--- config.mk ---
export PLATFORM = sky130hd
export DESIGN_NAME = lcd_bus_sched
export DESIGN_NICKNAME = d
export VERILOG_FILES = /design/src/rtl/lcd_bus_sched.sv
export SDC_FILE = /design/constraint.sdc
export NUM_CORES = 1
export LEC_CHECK = 0
export ABC_CLOCK_PERIOD_IN_PS = 5000
export BUFFER_PORTS_ARGS = -buffer_cell sky130_fd_sc_hd__buf_2
export CAP_MARGIN = 10
export CORE_ASPECT_RATIO = 0.7
export CORE_MARGIN = 8
export CORE_UTILIZATION = 61
export DETAILED_ROUTE_END_ITERATION = 6
export GPL_TIMING_DRIVEN = 1
export PLACE_DENSITY = 0.85
export SETUP_SLACK_MARGIN = 0.1
export SKIP_CTS_REPAIR_TIMING = 1
export SLEW_MARGIN = 10
export SYNTH_ARGS = -nofsm -noshare
export SYNTH_HDL_FRONTEND = slang
export SYNTH_SLANG_ARGS = --single-unit
--- constraint.sdc ---
create_clock -name CLK -period 5 [get_ports CLK]
set_input_delay 1 -clock CLK [delete_from_list [all_inputs] [get_ports CLK]]
set_output_delay 1 -clock CLK [all_outputs]
set_load 0.02 [all_outputs]
--- src/rtl/lcd_bus_sched.sv ---
// lcd_bus_sched: HD44780 8-bit bus scheduler -- power-on init, then round-robin between two byte requesters.
// Define LCD_LOCK_EN to add REQn_LOCK inputs that let a requester own the bus for an unbroken burst.
module lcd_bus_sched #(
    parameter int unsigned T_POWERON = 1000000,
    parameter int unsigned T_SETUP   = 4,
    parameter int unsigned T_EN      = 25,
    parameter int unsigned T_HOLD    = 4,
    parameter int unsigned T_EXEC    = 2500,
    parameter int unsigned T_CLR     = 100000
) (
    input  logic       CLK,
    input  logic       RST_N,
    input  logic       REQ0_VALID,
    input  logic       REQ0_RS,
    input  logic [7:0] REQ0_DATA,
    output logic       REQ0_ACK,
    input  logic       REQ1_VALID,
    input  logic       REQ1_RS,
    input  logic [7:0] REQ1_DATA,
    output logic       REQ1_ACK,
`ifdef LCD_LOCK_EN
    input  logic       REQ0_LOCK,
    input  logic       REQ1_LOCK,
`endif
    output logic       RS,
    output logic       EN_OUT,
    output logic [7:0] data,
    output logic       BUSY,
    output logic       INIT_DONE
);
    typedef enum logic [2:0] {PWR_WAIT, INIT_LOAD, SETUP, EN_HIGH, HOLD, EXEC_WAIT, IDLE} state_t;

    localparam logic [23:0] L_PWR   = 24'(T_POWERON - 1);
    localparam logic [23:0] L_SETUP = 24'(T_SETUP - 1);
    localparam logic [23:0] L_EN    = 24'(T_EN - 1);
    localparam logic [23:0] L_HOLD  = 24'(T_HOLD - 1);
    localparam logic [23:0] L_EXEC  = 24'(T_EXEC - 1);
    localparam logic [23:0] L_CLR   = 24'(T_CLR - 1);

    state_t      r_state, w_next;
    logic [23:0] r_cnt, w_load;
    logic [2:0]  r_idx;
    logic [7:0]  r_data, w_rom;
    logic        r_rs, r_init_done, r_last, r_own, r_owner, r_ack0, r_ack1;
    logic        w_lk0, w_lk1, w_own_act, w_g0, w_g1, w_clr;

`ifdef LCD_LOCK_EN
    assign w_lk0 = REQ0_LOCK;
    assign w_lk1 = REQ1_LOCK;
`else
    assign w_lk0 = 1'b0;
    assign w_lk1 = 1'b0;
`endif

    // The owner keeps the bus only while it holds both VALID and LOCK in IDLE.
    assign w_own_act = r_own && (r_owner ? (REQ1_VALID && w_lk1) : (REQ0_VALID && w_lk0));
    assign w_g0      = r_state == IDLE && REQ0_VALID && (w_own_act ? !r_owner : (!REQ1_VALID || r_last));
    assign w_g1      = r_state == IDLE && REQ1_VALID && !w_g0;
    assign w_clr     = !r_rs && r_data[7:2] == 6'd0;
    assign w_rom     = r_idx == 3'd4 ? 8'h01 : r_idx == 3'd3 ? 8'h06 : r_idx == 3'd2 ? 8'h0C : 8'h38;
    assign w_load    = w_next == SETUP ? L_SETUP : w_next == EN_HIGH ? L_EN :
                       w_next == HOLD ? L_HOLD : w_clr ? L_CLR : L_EXEC;

    always_ff @(posedge CLK or negedge RST_N) begin
        if (!RST_N) begin
            r_state <= PWR_WAIT;
            r_cnt   <= L_PWR;
        end else begin
            r_state <= w_next;
            r_cnt   <= (w_next != r_state) ? w_load : r_cnt - 24'd1;
        end
    end

    always_comb begin
        w_next = r_state;
        case (r_state)
            PWR_WAIT:  if (r_cnt == 24'd0) w_next = INIT_LOAD;
            INIT_LOAD: w_next = SETUP;
            SETUP:     if (r_cnt == 24'd0) w_next = EN_HIGH;
            EN_HIGH:   if (r_cnt == 24'd0) w_next = HOLD;
            HOLD:      if (r_cnt == 24'd0) w_next = EXEC_WAIT;
            EXEC_WAIT: if (r_cnt == 24'd0) w_next = (r_init_done || r_idx == 3'd5) ? IDLE : INIT_LOAD;
            IDLE:      if (w_g0 || w_g1) w_next = SETUP;
            default:   w_next = PWR_WAIT;
        endcase
    end

    always_comb begin
        EN_OUT = r_state == EN_HIGH;
        BUSY   = r_state != IDLE;
    end

    always_ff @(posedge CLK or negedge RST_N) begin
        if (!RST_N) begin
            r_rs        <= 1'b0;
            r_data      <= 8'h00;
            r_idx       <= 3'd0;
            r_init_done <= 1'b0;
            r_last      <= 1'b1;
            r_own       <= 1'b0;
            r_owner     <= 1'b0;
            r_ack0      <= 1'b0;
            r_ack1      <= 1'b0;
        end else begin
            r_ack0 <= w_g0;
            r_ack1 <= w_g1;
            if (r_state == INIT_LOAD) begin
                r_rs   <= 1'b0;
                r_data <= w_rom;
                r_idx  <= r_idx + 3'd1;
            end else if (w_g0 || w_g1) begin
                r_rs   <= w_g1 ? REQ1_RS : REQ0_RS;
                r_data <= w_g1 ? REQ1_DATA : REQ0_DATA;
            end
            if (r_state == EXEC_WAIT && w_next == IDLE)
                r_init_done <= 1'b1;
            if (r_state == IDLE) begin
                r_own   <= w_g0 ? w_lk0 : (w_g1 && w_lk1);
                r_owner <= w_g1;
                if ((w_g0 || w_g1) && !w_own_act)
                    r_last <= w_g1;
            end
        end
    end

    assign RS        = r_rs;
    assign data      = r_data;
    assign REQ0_ACK  = r_ack0;
    assign REQ1_ACK  = r_ack1;
    assign INIT_DONE = r_init_done;
endmodule
=== Word level (Yosys, flattened, before mapping) ===
Index checks and enable logic that the tools add are counted.

* Add/subtract/negate cells: 2
* Reduce and logical (&&, ||, !) cells: 17
* Equal/unequal tests: 16
* Multiplexer cells: 22

{| class="wikitable"
|+ Operators with widths
! cell !! count
|-
| $mux 17 || 4
|-
| $logic_not 24->1 || 1
|-
| $mux 24 || 1
|-
| $mux 8 || 3
|-
| $sub 24x1->24 const B || 1
|-
| $eq 3x3->1 const B || 7
|-
| $mux 3 || 7
|-
| $pmux 3 s7 || 1
|-
| $eq 3x2->1 const B || 6
|-
| $mux 6 || 3
|-
| $logic_and 1x1->1 || 6
|-
| $logic_not 6->1 || 1
|-
| $add 3x1->3 const B || 1
|-
| $eq 3x1->1 const B || 1
|-
| $logic_not 1->1 || 3
|-
| $logic_not 3->1 || 1
|-
| $logic_or 1x1->1 || 3
|-
| $mux 1 || 3
|-
| $ne 3x3->1 || 1
|-
| $ne 3x3->1 const B || 1
|-
| $reduce_and 2->1 || 1
|-
| $reduce_bool 2->1 || 1
|}

* Input port bits: 22
* Flip-flop bits (word level): 43
* Output and inout bits: 14
* Logic and storage cells: 66

=== Depth between registers and ports, before layout ===
* Word-level depth: 13
* Mapped depth: 8
* Gate-level depth less buffers: 7

=== Worst setup path after synthesis ===
No wires, ideal clock.

* Path kind: flip-flop to output port
* From: register r_state[1]
* To: output port EN_OUT
* Required time: 4,000 ps
* Path buffers: 1
* Arrival: 1,113 ps
* Stages on the path, launching flop included: 4
* Slack: 2,887 ps
* Cells stage by stage: dfrtp_1 clkbuf_1 inv_1 nor2_1

* Longest elaborated chain between the ends: 1

{| class="wikitable"
|+ RTL lines
! item !! line !! source
|-
| start, declared || 40 || <nowiki>state_t r_state, w_next;</nowiki>
|-
| start signal, assigned || 69 || <nowiki>r_state <= w_next;</nowiki>
|-
| $eq 3x2->1 || 89 || <nowiki>EN_OUT = r_state == EN_HIGH;</nowiki>
|-
| end, declared || 26 || <nowiki>output logic EN_OUT,</nowiki>
|}

Every way passes these cells.

=== Worst setup path in the final report ===
* From: register r_cnt[0]
* To: register r_cnt[8]

* Longest elaborated chain between the ends: 8
* Elaborated cells between the ends (all ways): 16
* Classes of those cells: add/sub: 1; eq/ne: 4; mux: 10; reduce/logical: 1

{| class="wikitable"
|+ RTL lines
! item !! line !! source
|-
| start, declared || 41 || <nowiki>logic [23:0] r_cnt, w_load;</nowiki>
|-
| start signal, assigned || 70 || <nowiki>r_cnt <= (w_next != r_state) ? w_load : r_cnt - 24'd1;</nowiki>
|-
| $logic_not 24->1 || -- ||
|-
| $mux 3 (on tied branches) || -- ||
|-
| $pmux 3 s7 || 76 || <nowiki>case (r_state)</nowiki>
|-
| $eq 3x3->1 || 62 || <nowiki>w_next == HOLD ? L_HOLD : w_clr ? L_CLR : L_EXEC;</nowiki>
|-
| $mux 17 || 62 ||
|-
| $mux 17 (2 in a row) || 61 || <nowiki>assign w_load = w_next == SETUP ? L_SETUP : w_next == EN_HIGH ? L_EN :</nowiki>
|-
| $mux 24 (*) || 70 ||
|}

Mark *: on every way between the ends. The rest lies on a longest branch, timed or not.
A chain may end at the register's enable or synchronous reset.

==> run summary <==
Clk pwr share - 0.370
Slew Viols, Final - 0
clk sinks - 43
layout cell share with drive strength beyond 1 - 0.2246
drt first pass iters - 4
Syn. warnings - 0
most frequent cells in the layout - 35 x buf_2, 30 x dfrtp_1, 27 x nor2_1, 21 x o21ai_0
layout net count - 302
total wire length - 5.140 mm
GPL Wtd Cong - 0.8129
post-layout minimum cycle time - 2.698 ns
cell chain of the critical path - inv_1 > ha_1 > nor3b_2 > nand4b_1 > nor2_1 > a2bb2oi_2 > o21ai_0
Final Skew - 0.006212 ns
startpoint types - register
antenna-violating nets left - 0
top area cells in the synthesized netlist - dfrtp_1 32%, dfstp_2 15%, xnor2_1 6.8%
Slew HR - 0.3882
Yosys top cell area share - 0.3228
CP delay by family, top - simple AND/OR/NAND/NOR gates
sw frac - 0.2185
CP Capture Type - register
Comb pwr share - 0.031
max incr delay on CP - 0.72 ns
worst-case vdd ir drop - 0.1938 mV
global-route wire length before repair - 8.804 mm
kind of critical path - register to register
initial antenna violation count - 0
CTS Buf Count - 5
Tot Pwr - 0.5805 mW
vias in the first global route - 1837
Die Wd - 89.81 µm
Lkg Pwr - 0.9991 nW
die height - 67.67 µm
Avg Cell Area, Syn - 9.651 µm²
later-pin clock latency in the skew report - 0.30 ns
post-synthesis async set-or-reset flop share - 1.000
DR WL/cell - 15.77 µm
syn_nets - 268
Port Buffers - 35
Syn Inst Count - 241
RSZ-0062 raised after global routing - false
gr ovfl total - 0
number of max-cap violations - 0
Worst EP required - 5.14 ns
final worst slack - 2.302 ns
Rows - 18
Sequential Power Share - 0.599
Synth Flop Type - dfrtp_1
core box area - 0.003581 mm²
post-route setup TNS - 0 ns
vias - 1911
pwr/cell area - 222.8 mW/mm²
Vias/cell - 5.862
DRC violations left - 0
Root Driver - clkbuf_8
Internal Power - 0.4537 mW
final setup fails - 0
commonest non-fill, non-tap cell in the layout - buf_2
crit share post-route - 0.5396
Worst Path Buf+Inv - 1
io pins - 36
Seq cells post-synth - 43
First DRT Iteration DRCs - 162
Hold Fails Final Rpt - 0
die area - 0.006077 mm²
Post-synth EDFFs - 0
Detail Placement HPWL - 3.765 mm
Netlist cell types - 45
Hold/Removal Path Class - register to register
CP max FO - 21
diode count - 0
largest net degree at the start of global routing - 44
Reg clk slew, reported paths - 0.08 ns
fmax - 0.3707 GHz
all-layer global routing usage - 0.1802
worst slew pin tran - 0.9177 ns
Layout Area Growth over Synthesis - 12.00%
post-synthesis cell area - 0.002326 mm²
CP arrival - 2.84 ns
largest area contributor in the netlist - dfrtp_1
CP max stage cell - a2bb2oi_2
DP Worst Slack - 2.332 ns
outcome - finished clean
Initial Util - 0.6495
Max Buffers Root-to-Sink - 2
CTS tree - built
sequential area share after synthesis - 0.4696
CTS H-Tree Depth - 2
P_sw - 0.1268 mW
-- worst paths after layout --
path	startpoint	to	slack (ns)	depth (start not counted)
worst min register to register	r_last	r_last	0.51	2
max in group asynchronous	RST_N	r_cnt[13]	3.59	1
worst min-delay path	r_last	r_last	0.51	2
min in group asynchronous	RST_N	RS	0.83	1
worst max-delay path	r_cnt[0]	r_cnt[8]	2.30	7
worst max register to register	r_cnt[0]	r_cnt[8]	2.30	7
-- final cells by class --
class,count,area (µm²)
well taps,50,62.56
flip-flops and latches,43,1092
multi-input cells,179,1149
repair buffers,36,182.7
clock inverters,1,5.005
inverters,10,37.54
clock buffers,7,76.32
fillers,257,975.9
-- stage by stage --
stage               cells    util  cell area (µm²)  hold WS (ns)
floorplan             241       -             2326        0.4705
global placement      318  0.7048             2524        0.4844
detailed placement    318  0.7048             2524        0.5007
CTS                   326  0.7275             2605        0.5127
global route          326  0.7275             2605        0.5413
finish                326  0.7275             2605        0.5052
-- power groups by stage --
stage / Clock (mW) / Combinational, mW / Sequential (mW)
global route: 0.236 / 0.0203 / 0.348
floorplan: 0 / 0.00309 / 0.355
global placement: 0 / 0.0183 / 0.354
CTS: 0.219 / 0.0184 / 0.348
detailed placement: 0 / 0.0185 / 0.354
finish: 0.215 / 0.0180 / 0.348
-- worst reg2reg max path: cells and delay by family, from the launching register on --
family / cells / cell delay, ns
fa+ha+maj: 1 / 0.18
flops: 1 / 0.40
buf+inv: 1 / 0.06
compound gates: 2 / 0.95
simple gates: 3 / 0.96
-- cell families after synthesis --
group | count (synthesis) | share of synthesized area
adder cells (fa/ha/maj) | 5 | 0.02690
flip-flops | 43 | 0.4696
multiplexers | 5 | 0.02206
XOR/XNOR | 23 | 0.08660
AO/OA/AOI/OAI | 53 | 0.1468
buffers and inverters | 19 | 0.03658
AND/OR/NAND/NOR | 93 | 0.2114
-- cell usage after synthesis (3+ instances only) --
master,number
dfrtp_1,30
xnor2_1,18
a21oi_1,5
nand3_1,8
o211ai_1,3
clkbuf_1,5
dfstp_2,13
and2_1,4
o22ai_1,4
xor2_1,5
nor3_1,10
nor4_1,6
nand2_1,18
mux2i_1,4
a211oi_1,7
nor2b_1,3
o21ai_0,21
o221ai_1,4
ha_1,5
nor2_1,27
inv_1,10
-- metal layers --
metal / part of all wire / track usage
met3: 0.063 / 0.04319
met2: 0.46 / 0.2916
met5: 0 / 0
met4: 0.017 / 0.08176
met1: 0.46 / 0.2288
-- state kept, by name, summed over array words and instances (netlist names) --
signal     cells
r_state        3
r_last         1
RS             1
REQ0_ACK       1
data           8
r_cnt         24
REQ1_ACK       1
r_idx          3
INIT_DONE      1
(Power assumes the default switching activity.)
